**config.mk**
```make
export PLATFORM = sky130hd
export DESIGN_NAME = rf_writeback
export DESIGN_NICKNAME = d
export VERILOG_FILES = /design/src/rtl/rf_pkg.sv /design/src/rtl/rf_wb_fifo.sv /design/src/rtl/rf_writeback.sv
export SDC_FILE = /design/constraint.sdc
export NUM_CORES = 1
export LEC_CHECK = 0
export CORE_MARGIN = 1
export CORE_UTILIZATION = 45
export DETAILED_ROUTE_END_ITERATION = 16
export GPL_ROUTABILITY_DRIVEN = 0
export GPL_TIMING_DRIVEN = 0
export PLACE_DENSITY = 0.67
export SLEW_MARGIN = 10
export SYNTH_ARGS = -nofsm -noshare
export SYNTH_HDL_FRONTEND = slang
export SYNTH_SLANG_ARGS = --single-unit
```
**constraint.sdc**
```tcl
create_clock -name i_clk -period 2.52 [get_ports i_clk]
set_input_delay 0.504 -clock i_clk [delete_from_list [all_inputs] [get_ports i_clk]]
set_output_delay 0.504 -clock i_clk [all_outputs]
set_load 0.02 [all_outputs]
```
**src/rtl/rf_pkg.sv**
```systemverilog
// Shared register-file types and widths for the writeback front end.
package rf_pkg;

   localparam int unsigned XLEN       = 32;
   localparam int unsigned REG_ADDR_W = 5;
   localparam int unsigned NUM_REGS   = 32;

   typedef struct packed {
      logic [REG_ADDR_W-1:0] addr;
      logic [XLEN-1:0]       data;
   } rf_wr_t;

   // One-hot register mask for scoreboard set/clear.
   function automatic logic [NUM_REGS-1:0] reg_onehot(input logic [REG_ADDR_W-1:0] a);
      reg_onehot = NUM_REGS'(1) << a;
   endfunction

endpackage

```
**src/rtl/rf_wb_fifo.sv**
```systemverilog
// Synchronous FIFO of register writes; extra pointer bit separates full from empty.
module rf_wb_fifo
   import rf_pkg::*;
#(
   parameter int unsigned DEPTH = 4
) (
   input  logic   clk,
   input  logic   rst,
   input  logic   push,
   input  rf_wr_t push_data,
   input  logic   pop,
   output rf_wr_t head,
   output logic   full,
   output logic   empty
);

   localparam int unsigned AW = (DEPTH > 1) ? $clog2(DEPTH) : 1;

   rf_wr_t          mem [DEPTH];
   logic   [AW:0]   wr_ptr;
   logic   [AW:0]   rd_ptr;

   assign empty = (wr_ptr == rd_ptr);
   assign full  = (wr_ptr[AW] != rd_ptr[AW]) && (wr_ptr[AW-1:0] == rd_ptr[AW-1:0]);
   assign head  = mem[rd_ptr[AW-1:0]];

   always_ff @(posedge clk) begin
      if (rst) begin
         wr_ptr <= '0;
         rd_ptr <= '0;
      end else begin
         if (push && !full)
            wr_ptr <= wr_ptr + (AW+1)'(1);
         if (pop && !empty)
            rd_ptr <= rd_ptr + (AW+1)'(1);
      end
   end

   // Storage carries no reset; contents are only read behind a valid pointer.
   always_ff @(posedge clk) begin
      if (push && !full)
         mem[wr_ptr[AW-1:0]] <= push_data;
   end

endmodule

```
**src/rtl/rf_writeback.sv**
```systemverilog
// Register-file write-port arbiter (ALU first, then buffered loads) with pending-load scoreboard.
// Optional feature: define RF_WB_BYPASS_EN to let a load skip an empty FIFO when the ALU is idle.
module rf_writeback
   import rf_pkg::*;
#(
   parameter int unsigned DEPTH = 4
) (
   input  logic                  i_clk,
   input  logic                  i_rst,
   input  logic                  i_alu_valid,
   input  logic [REG_ADDR_W-1:0] i_alu_rd_addr,
   input  logic [XLEN-1:0]       i_alu_rd_data,
   input  logic                  i_mem_valid,
   output logic                  o_mem_ready,
   input  logic [REG_ADDR_W-1:0] i_mem_rd_addr,
   input  logic [XLEN-1:0]       i_mem_rd_data,
   input  logic                  i_issue_valid,
   input  logic [REG_ADDR_W-1:0] i_issue_rd_addr,
   output logic                  o_rd_wen,
   output logic [REG_ADDR_W-1:0] o_rd_addr,
   output logic [XLEN-1:0]       o_rd_data,
   output logic [NUM_REGS-1:0]   o_pending
);

   logic                fifo_full;
   logic                fifo_empty;
   logic                fifo_push;
   logic                fifo_pop;
   rf_wr_t              fifo_head;
   rf_wr_t              mem_wr;
   rf_wr_t              alu_wr;
   logic                mem_accept;
   logic                bypass_take;

   logic                sel_wen;
   logic                sel_load;
   rf_wr_t              sel_wr;
   logic                rd_load;

   logic [NUM_REGS-1:0] set_mask;
   logic [NUM_REGS-1:0] clr_mask;
   logic [NUM_REGS-1:0] pending_d;

   assign mem_wr      = '{addr: i_mem_rd_addr, data: i_mem_rd_data};
   assign alu_wr      = '{addr: i_alu_rd_addr, data: i_alu_rd_data};
   assign o_mem_ready = !fifo_full;
   assign mem_accept  = i_mem_valid && !fifo_full;

`ifdef RF_WB_BYPASS_EN
   assign bypass_take = mem_accept && fifo_empty && !i_alu_valid;
`else
   assign bypass_take = 1'b0;
`endif

   // x0 returns complete the handshake but are never buffered.
   assign fifo_push = mem_accept && (i_mem_rd_addr != '0) && !bypass_take;
   assign fifo_pop  = !i_alu_valid && !fifo_empty;

   rf_wb_fifo #(
      .DEPTH(DEPTH)
   ) u_fifo (
      .clk       (i_clk),
      .rst       (i_rst),
      .push      (fifo_push),
      .push_data (mem_wr),
      .pop       (fifo_pop),
      .head      (fifo_head),
      .full      (fifo_full),
      .empty     (fifo_empty)
   );

   // Write-port arbitration: ALU, then FIFO head, then bypassed load.
   always_comb begin
      sel_wen  = 1'b0;
      sel_load = 1'b0;
      sel_wr   = fifo_head;
      if (i_alu_valid) begin
         sel_wr  = alu_wr;
         sel_wen = (i_alu_rd_addr != '0);
      end else if (!fifo_empty) begin
         sel_wen  = 1'b1;
         sel_load = 1'b1;
      end else if (bypass_take) begin
         sel_wr   = mem_wr;
         sel_wen  = (i_mem_rd_addr != '0);
         sel_load = 1'b1;
      end
   end

   always_ff @(posedge i_clk) begin
      if (i_rst) begin
         o_rd_wen  <= 1'b0;
         o_rd_addr <= '0;
         o_rd_data <= '0;
         rd_load   <= 1'b0;
      end else begin
         o_rd_wen <= sel_wen;
         rd_load  <= sel_wen && sel_load;
         if (sel_wen) begin
            o_rd_addr <= sel_wr.addr;
            o_rd_data <= sel_wr.data;
         end
      end
   end

   // Scoreboard: a load write on the port clears its bit; a same-cycle issue re-sets it.
   always_comb begin
      clr_mask  = '0;
      set_mask  = '0;
      if (o_rd_wen && rd_load)
         clr_mask = reg_onehot(o_rd_addr);
      if (i_issue_valid && (i_issue_rd_addr != '0))
         set_mask = reg_onehot(i_issue_rd_addr);
      pending_d = ((o_pending & ~clr_mask) | set_mask) & ~NUM_REGS'(1);
   end

   always_ff @(posedge i_clk) begin
      if (i_rst)
         o_pending <= '0;
      else
         o_pending <= pending_d;
   end

endmodule

```
# --- After elaboration in Yosys (flattened, before gate mapping) ---
# Memory sizes are Yosys's and may differ from the RTL's. A register that Yosys moved wholly into a read port is not among the register bits.
# Index checks and enable logic that the tools add are counted.
op_classes:
  n_addsub: 2
  eq_ne: 3
  shift: 2
  n_mux: 10
  bitwise: 3
  reduce_logical: 15
ops:
  columns: ["cell", "n"]
  rows:
  - ["32-bit two-way mux", 2]
  - ["1-bit by 5-bit left shift with 32-bit output, first input constant", 2]
  - ["37-bit two-way mux", 1]
  - ["32-bit bitwise AND", 1]
  - ["32-bit NOT", 1]
  - ["32-bit OR", 1]
  - ["5-bit nonzero test", 3]
  - ["1-bit logical AND", 9]
  - ["3-bit by 1-bit adder with 3-bit output, second input constant", 2]
  - ["1-bit two-way mux", 5]
  - ["2-bit two-way mux", 2]
  - ["3-bit == test", 1]
  - ["1-bit logical NOT", 3]
  - ["2-bit == test", 1]
  - ["1-bit != test", 1]
totals:
  regBits: 77
  mem_bits_rw: 148
  in_bits: 84
  output_inout_bits: 71
  wordCells: 44
  memories: 1
mem_list:
  columns: ["name", "depth", "word_bits", "read_ports", "rd_ports_with_merged_regs", "write_ports", "line_no", "text"]
  rows:
  - ["u_fifo.mem", 4, 37, 1, 1, 1, "rf_wb_fifo.sv:19", "rf_wr_t mem [DEPTH];"]

# --- Longest topological paths before layout ---
# Gate-level depths: netlist (run 1).
logic_depth:
  ltp_word: 8
  mapped_depth: 6
  ltp_nobuf: 4

# --- By module ---
# A second synthesis (run 1) with hierarchy kept.
unflattened:
  hier_cells: 617
  hier_area_um2: 9102.5
modules_own_cells:
  columns: ["module", "n_inst", "cells_each", "area_each_um2", "seq_area_each_um2"]
  rows:
  - ["rf_wb_fifo", 1, 261, 5905.7, 4604.4]
  - ["rf_writeback", 1, 356, 3196.8, 1401.3]

# --- Least setup slack after synthesis (run 1) ---
# No wires, ideal clock.
synth_timing:
  kind: "reg2reg"
  startpoint: "register u_fifo.wr_ptr[2]"
  endpoint: "memory u_fifo.mem[0][0] (netlist name) (enable)"
  setup_ns: 0.398
  arrival_time_ns: 2.010
  required_ns: 2.122
  setup_slack_ns: 0.112
  path_stages_with_launch: 5
  path_buffers: 0
  synth_period_minus_slack_ns: 2.408
  path_cell_list: "dfxtp_1 > xnor2_1 > nand3b_1 > o311a_1 > and2_1"
synth_via:
  elab_chain_len: 8
synth_lines:
  columns: ["element", "line_no", "text"]
  rows:
  - ["start: declaration", "rf_wb_fifo.sv:20", "logic [AW:0] wr_ptr;"]
  - ["start signal: assignment", "rf_wb_fifo.sv:33", "wr_ptr <= wr_ptr + (AW+1)'(1);"]
  - ["1-bit != test *", "rf_wb_fifo.sv:24", "assign full = (wr_ptr[AW] != rd_ptr[AW]) && (wr_ptr[AW-1:0] == rd_ptr[AW-1:0]);"]
  - ["1-bit logical AND *", "rf_wb_fifo.sv:24", null]
  - ["1-bit logical NOT *", null, null]
  - ["via o_mem_ready", "rf_writeback.sv:14", "output logic o_mem_ready,"]
  - ["1-bit logical AND", "rf_writeback.sv:47", "assign mem_accept = i_mem_valid && !fifo_full;"]
  - ["1-bit logical AND", "rf_writeback.sv:56", "assign fifo_push = mem_accept && (i_mem_rd_addr != '0) && !bypass_take;"]
  - ["1-bit logical AND *", "rf_wb_fifo.sv:41", "if (push && !full)"]
  - ["1-bit two-way mux *", "rf_wb_fifo.sv:41", null]
  - ["1-bit two-way mux (not written as such) *", "rf_wb_fifo.sv:42", "mem[wr_ptr[AW-1:0]] <= push_data;"]
  - ["end: declaration", "rf_wb_fifo.sv:19", null]
# The timed path passes the listed nets; every way through them passes the cells marked *.

# --- Worst setup path in the final report (run 1) ---
layout_timing:
  startpoint: "register u_fifo.wr_ptr[0]"
  endpoint: "output port o_mem_ready"
layout_via:
  elab_chain_len: 3
layout_lines:
  columns: ["element", "line_no", "text"]
  rows:
  - ["2-bit == test", "rf_wb_fifo.sv:24", null]
  - ["1-bit logical AND", "rf_wb_fifo.sv:24", null]
  - ["1-bit logical NOT", "rf_writeback.sv:46", "assign o_mem_ready = !fifo_full;"]
  - ["end: declaration", "rf_writeback.sv:14", null]
# Every way passes these cells.

==> results of run 1 <==
routing by layer:
layer / wire length [um] / share of wire / track usage
met4: 295 / 0.015 / 0.0453
met3: 1360 / 0.070 / 0.0476
met5: 0 / 0 / 0
met1: 8040 / 0.41 / 0.247
met2: 9690 / 0.50 / 0.338
area by class of cell:
type	count	share of cell area
clock inverters	5	0.00295
flip-flops and latches	226	0.525
inverters	4	0.00131
plain buffers	31	0.0165
well taps	260	0.0284
repair buffers	154	0.139
clock buffers	39	0.0618
multi-input cells	273	0.226
kinds of logic (layout without fill, tap and decap cells):
group / after synthesis / in the layout
AO/OA/AOI/OAI: 104 / 104
XOR/XNOR: 4 / 4
adder cells (fa/ha/maj): 5 / 5
buffers and inverters: 35 / 233
flip-flops: 226 / 226
multiplexers: 77 / 77
other: 1 / 1
AND/OR/NAND/NOR: 82 / 82
worst min-delay path: stages:
cell and delay, ns:
buf_2 0.17, nor2_1 0.11, mux2_2 0.14
synthesized netlist by cell type, types with 8 or more instances:
cell | number | share of area
buf_2 | 10 | 0.0057
nor2_1 | 13 | 0.0056
mux4_1 | 8 | 0.024
mux4_2 | 29 | 0.074
nand2_1 | 21 | 0.0090
a21oi_1 | 17 | 0.0097
dfxtp_1 | 78 | 0.18
edfxtp_1 | 148 | 0.51
clkbuf_1 | 15 | 0.0064
o21ai_0 | 27 | 0.015
o211ai_1 | 12 | 0.010
a22o_1 | 37 | 0.037
mux2_2 | 38 | 0.049
metrics by stage:
stage / area, sq um / instances / hold WS (ns) / total power (W) / setup TNS, ns
4_1_cts: 11400 / 992 / 0.424 / 0.00942 / 0
6_report: 11400 / 992 / 0.449 / 0.00933 / 0
5_1_grt: 11400 / 992 / 0.446 / 0.00968 / 0
2_1_floorplan: 8790 / 534 / 0.491 / 0.00546 / 0
3_3_place_gp: 10600 / 944 / 0.461 / 0.00611 / -153.01
3_5_place_dp: 10700 / 948 / 0.465 / 0.00615 / -20.68
report_power, final:
part	total, W	switching, W	internal [W]
combinational	0.00172	0.000810	0.000906
sequential	0.00434	0.000121	0.00422
clock	0.00327	0.00136	0.00191
total	0.00933	0.00229	0.00704
worst min-delay path by stage:
stage                            start               end  depth (start not counted)
detailed placement        o_rd_data[1]      o_rd_data[1]                          1
global route                     i_rst  u_fifo.wr_ptr[2]                          3
CTS                 i_issue_rd_addr[3]     o_pending[14]                          3
floorplan             u_fifo.wr_ptr[1]  u_fifo.wr_ptr[1]                          2
finish                           i_rst  u_fifo.wr_ptr[0]                          3
global placement         o_rd_data[21]     o_rd_data[21]                          1
flip-flops by register name, indices dropped and copies added, names as in the netlist, named ones only:
signal / cells
u_fifo.mem: 148
u_fifo.wr_ptr: 3
o_rd_wen: 1
rd_load: 1
o_pending: 31
o_rd_addr: 5
o_rd_data: 32
u_fifo.rd_ptr: 3
==> impl_metrics.tcl, run 1 <==
set metrics [dict create \
    grt_max_degree 30 \
    peakVddDrop_v 0.000717 \
    die-area_sq_um 20100 \
    final_common_cell "clkdlybuf4s50_1" \
    firstDrtPassIters 6 \
    crit_path_start_kind "flop" \
    worst-r2r-setup-slack_ns 0.42 \
    rows 50 \
    synth_xor_area_frac 0.00399 \
    tightestPinTransition_ns 0.728 \
    rsz0062_at_grt "no" \
    final-setup-viol-count 0 \
    fmax_mhz 411 \
    wire_per_inst_um 19.5 \
    grt_pass1_wl_um 30000 \
    crit_chain "xnor2_1 -> nand3b_1 -> clkdlybuf4s50_1" \
    antenna_cells 0 \
    relSlewSlack 0.515 \
    crit_slowest_cell "clkdlybuf4s50_1" \
    synthArstFlopShare 0 \
    clk_latency_ns 0.52 \
    power_density_nw_per_um2 815 \
    clock_path_buffers 3 \
    synthAdderAreaFrac 0.00712 \
    grt_pass1_vias 5426 \
    synth.area.mux_share 0.149 \
    critPathTopFamily "buffers and inverters" \
    leakage_nw 3.83 \
    grt_use_total 0.195 \
    pre_cts_ws_ns -0.221 \
    critPathRequiredTime_ns 2.02 \
    cts_sinks 226 \
    synth_simple_gate_area_share 0.0503 \
    crit_path_end_kind "output port" \
    overflow 0 \
    outcome "completed" \
    ys_types 44 \
    finalClockSkew_ns 0.0216 \
    cts.clk_slew.worst_paths_ns 0.06 \
    final.min_clock_period_ns 2.43 \
    hold_violations 0 \
    coreArea_sq_um 18900 \
    post-route-util 0.606 \
    drive_gt1_frac 0.175 \
    crit_cells 3 \
    path_max_fanout 5 \
    drtAntennaViolNets 0 \
    arrival_ns 1.93 \
    route.detailed.drc 0 \
    synth_nets 623 \
    syn-cell-area_sq_um 8790 \
    antenna_found_initial 0 \
    nets 803 \
    mostFrequentLayoutCells "150 x clkdlybuf4s50_1, 148 x edfxtp_1, 78 x dfxtp_1" \
    crit_end "o_mem_ready" \
    syn_inst 534 \
    yosysSeqAreaShare 0.683 \
    synth_area_per_cell_sq_um 16.5 \
    synth_seq_cells 226 \
    post-dp-hpwl_um 13100 \
    cts_buffers 24 \
    ys_warn_count 0 \
    worstReg2RegEnd "o_rd_data[15]" \
    synth_top_family_by_area "multiplexers" \
    setup_ws_ns 0.0872 \
    path_buf_inv 1 \
    vias 5388 \
    io_buffer_count 150 \
    finalCritPeriodShare 0.965 \
    nFillCells 1485 \
    drv_cap 0 \
    wl_um 19400 \
    cts_setup_buffers 0 \
    crit_path_start "u_fifo.wr_ptr[0]" \
    drv_slew 0 \
    routed_via_density 5.43 \
    postCtsHoldBufs 0 \
    critPathKind "reg2out" \
    first_iter_violations 294 \
    ioPinCount 155 \
    die_w_um 142 \
    h-tree-depth 1 \
    hold_path.class "in2reg" \
    multi_input_area_sq_um 2580 \
    initial_core_util 0.465 \
    seqCellArea_sq_um 6010 \
    synth_compound_area_frac 0.0823 \
    max_stage_delay_ns 0.60 \
    ys.flop_type "edfxtp_1" \
    root_buffer "clkbuf_16" \
    r2r_cells 5 \
    die_y_um 142 \
    area_growth_pct 30.3 \
    cts_resized 0 \
    cts_tree "yes" \
    synth_edf_count 148 \
]
Power figures use the tool's default switching activity.
==> inputs of run 2 (changes only) <==
- CORE_MARGIN: 1 -> default
- clock period: 2.52 -> 2.3 ns (I/O delays scaled with it)
==> impl_metrics.tcl, run 2 (synthesis results as in run 1) <==
set metrics [dict create \
    route.detailed.drc 0 \
    crit_path_end_kind "flop" \
    route.met2.wl_um 9740 \
    area_growth_pct 31.1 \
    relSlewSlack 0.255 \
    grt_use_total 0.201 \
    final_area_sq_um 11500 \
    wl_met3_um 1340 \
    grt_max_degree 39 \
    die_w_um 142 \
    firstDrtPassIters 4 \
    cts_tree "yes" \
    fmax_mhz 433 \
    dr.max_layer_used "met4" \
    grt_pass1_wl_um 31000 \
    postPlaceCellArea_sq_um 10600 \
    rsz0062_at_grt "yes" \
    die_y_um 142 \
    crit_end "u_fifo.mem[2][14]" \
    vias 5371 \
    cts.clk_slew.worst_paths_ns 0.06 \
    power_density_nw_per_um2 945 \
    crit_path_start_kind "flop" \
    peakVddDrop_v 0.000582 \
    post-dp-hpwl_um 13100 \
    h-tree-depth 1 \
    ioPinCount 155 \
    antenna_cells 0 \
    worst-r2r-setup-slack_ns -0.008 \
    tightestPinTransition_ns 1.12 \
    wl_um 19700 \
    cts_sinks 226 \
    largest_reg_flops 148 \
    r2r_cells 4 \
    die-area_sq_um 20100 \
    initial_core_util 0.465 \
    coreArea_sq_um 18900 \
    mostFrequentLayoutCells "149 x clkdlybuf4s50_1, 148 x edfxtp_1, 78 x dfxtp_1" \
    hold_path.class "in2reg" \
    grt_pass1_vias 5638 \
    drtAntennaViolNets 0 \
    multi_input_area_sq_um 2580 \
    drive_gt1_frac 0.181 \
    nets 799 \
    final_common_cell "clkdlybuf4s50_1" \
    hold_violations 0 \
    crit_path_start "u_fifo.wr_ptr[2]" \
    routed_via_density 5.44 \
    rows 50 \
    nFillCells 1430 \
    leakage_nw 3.86 \
    final-setup-viol-count 32 \
    worstReg2RegEnd "u_fifo.mem[2][14]" \
    antenna_found_initial 0 \
    outcome "complete, but fails checks" \
    cts_buffers 24 \
    seqCellArea_sq_um 6010 \
    violations "setup timing" \
    root_buffer "clkbuf_16" \
    finalClockSkew_ns 0.00882 \
    path_max_fanout 37 \
    tns_ns -0.0775 \
    drv_cap 0 \
    final.min_clock_period_ns 2.31 \
    overflow 0 \
    drt-met1-wl_um 8310 \
    clock_path_buffers 3 \
    finalCritPeriodShare 1.00 \
    wire_per_inst_um 19.9 \
    arrival_ns 2.42 \
    postCtsHoldBufs 0 \
    io_buffer_count 150 \
    first_iter_violations 225 \
    drv_slew 0 \
    critPathKind "reg2reg" \
    critPathRequiredTime_ns 2.42 \
    clk_latency_ns 0.50 \
    setup_ws_ns -0.00792 \
    r2r_start "u_fifo.wr_ptr[2]" \
]
-- run 2: cell count changes in the layout (fill, tap and decap cells not counted) --
cell | before | now
clkbuf_4 | 0 | 1
dlygate4sd2_1 | 0 | 1
clkinv_2 | 2 | 1
clkdlybuf4s50_1 | 150 | 149
clkinv_8 | 1 | 0
bufinv_16 | 0 | 5
clkbuf_1 | 25 | 19
clkbuf_8 | 5 | 1
clkinv_1 | 3 | 1
buf_12 | 6 | 3
buf_16 | 1 | 0
clkbuf_16 | 24 | 27
clkinvlp_4 | 0 | 5
-- run 2: layout make-up --
cell class,instances,area share
plain buffers,31,0.0164
clock buffers,33,0.0618
clock inverters,11,0.0167
inverters,4,0.00130
multi-input cells,273,0.224
flip-flops and latches,226,0.521
well taps,260,0.0282
repair buffers,150,0.130
-- run 2: metal layers --
metal / track usage / vias up
met4: 0.0475 / 0
met1: 0.259 / 2687
li1: - / 2474
met2: 0.347 / 186
met3: 0.0449 / 24
met5: 0 / -
-- run 2: report_power, final --
| group | internal, W | switching (W) |
|---|---|---|
| clock | 0.00274 | 0.00153 |
| combinational | 0.000976 | 0.000885 |
| sequential | 0.00463 | 0.000137 |
| total | 0.00834 | 0.00255 |
-- run 2: worst min path at each step --
stage                             startpoint                to  slack [ns]  cells after the start
final                     i_issue_rd_addr[3]     o_pending[15]        0.40                      3
after global routing      i_issue_rd_addr[3]     o_pending[15]        0.42                      3
after CTS                 i_issue_rd_addr[3]     o_pending[15]        0.38                      3
after detailed placement       o_rd_data[23]     o_rd_data[23]        0.46                      1
after global placement          o_rd_data[7]      o_rd_data[7]        0.46                      1
after floorplan             u_fifo.wr_ptr[1]  u_fifo.wr_ptr[1]        0.49                      2
-- run 2: per-stage QoR --
stage	hold slack, ns	utilization	power, W	cells	setup WS [ns]
after CTS	0.376	0.610	0.0110	988	-0.0695
after global routing	0.424	0.610	0.0113	988	-0.202
after detailed placement	0.463	0.562	0.00674	944	-0.539
final	0.396	0.610	0.0109	988	-0.00792
after floorplan	0.491	-	0.00598	534	0.281
after global placement	0.462	0.562	0.00669	944	-0.510
-- run 2: worst max-delay path, cell delays in order (launching register included) --
cell and delay [ns]:
dfxtp_1 0.32, xnor2_1 0.24, nand3b_1 0.19, o311a_1 0.27
and2_2 0.88
-- run 2: repair_timing --
item                       4_1_cts  5_1_grt
setup endpoints to repair      113      112
setup buffers                    0        0
gates resized for setup          1        0
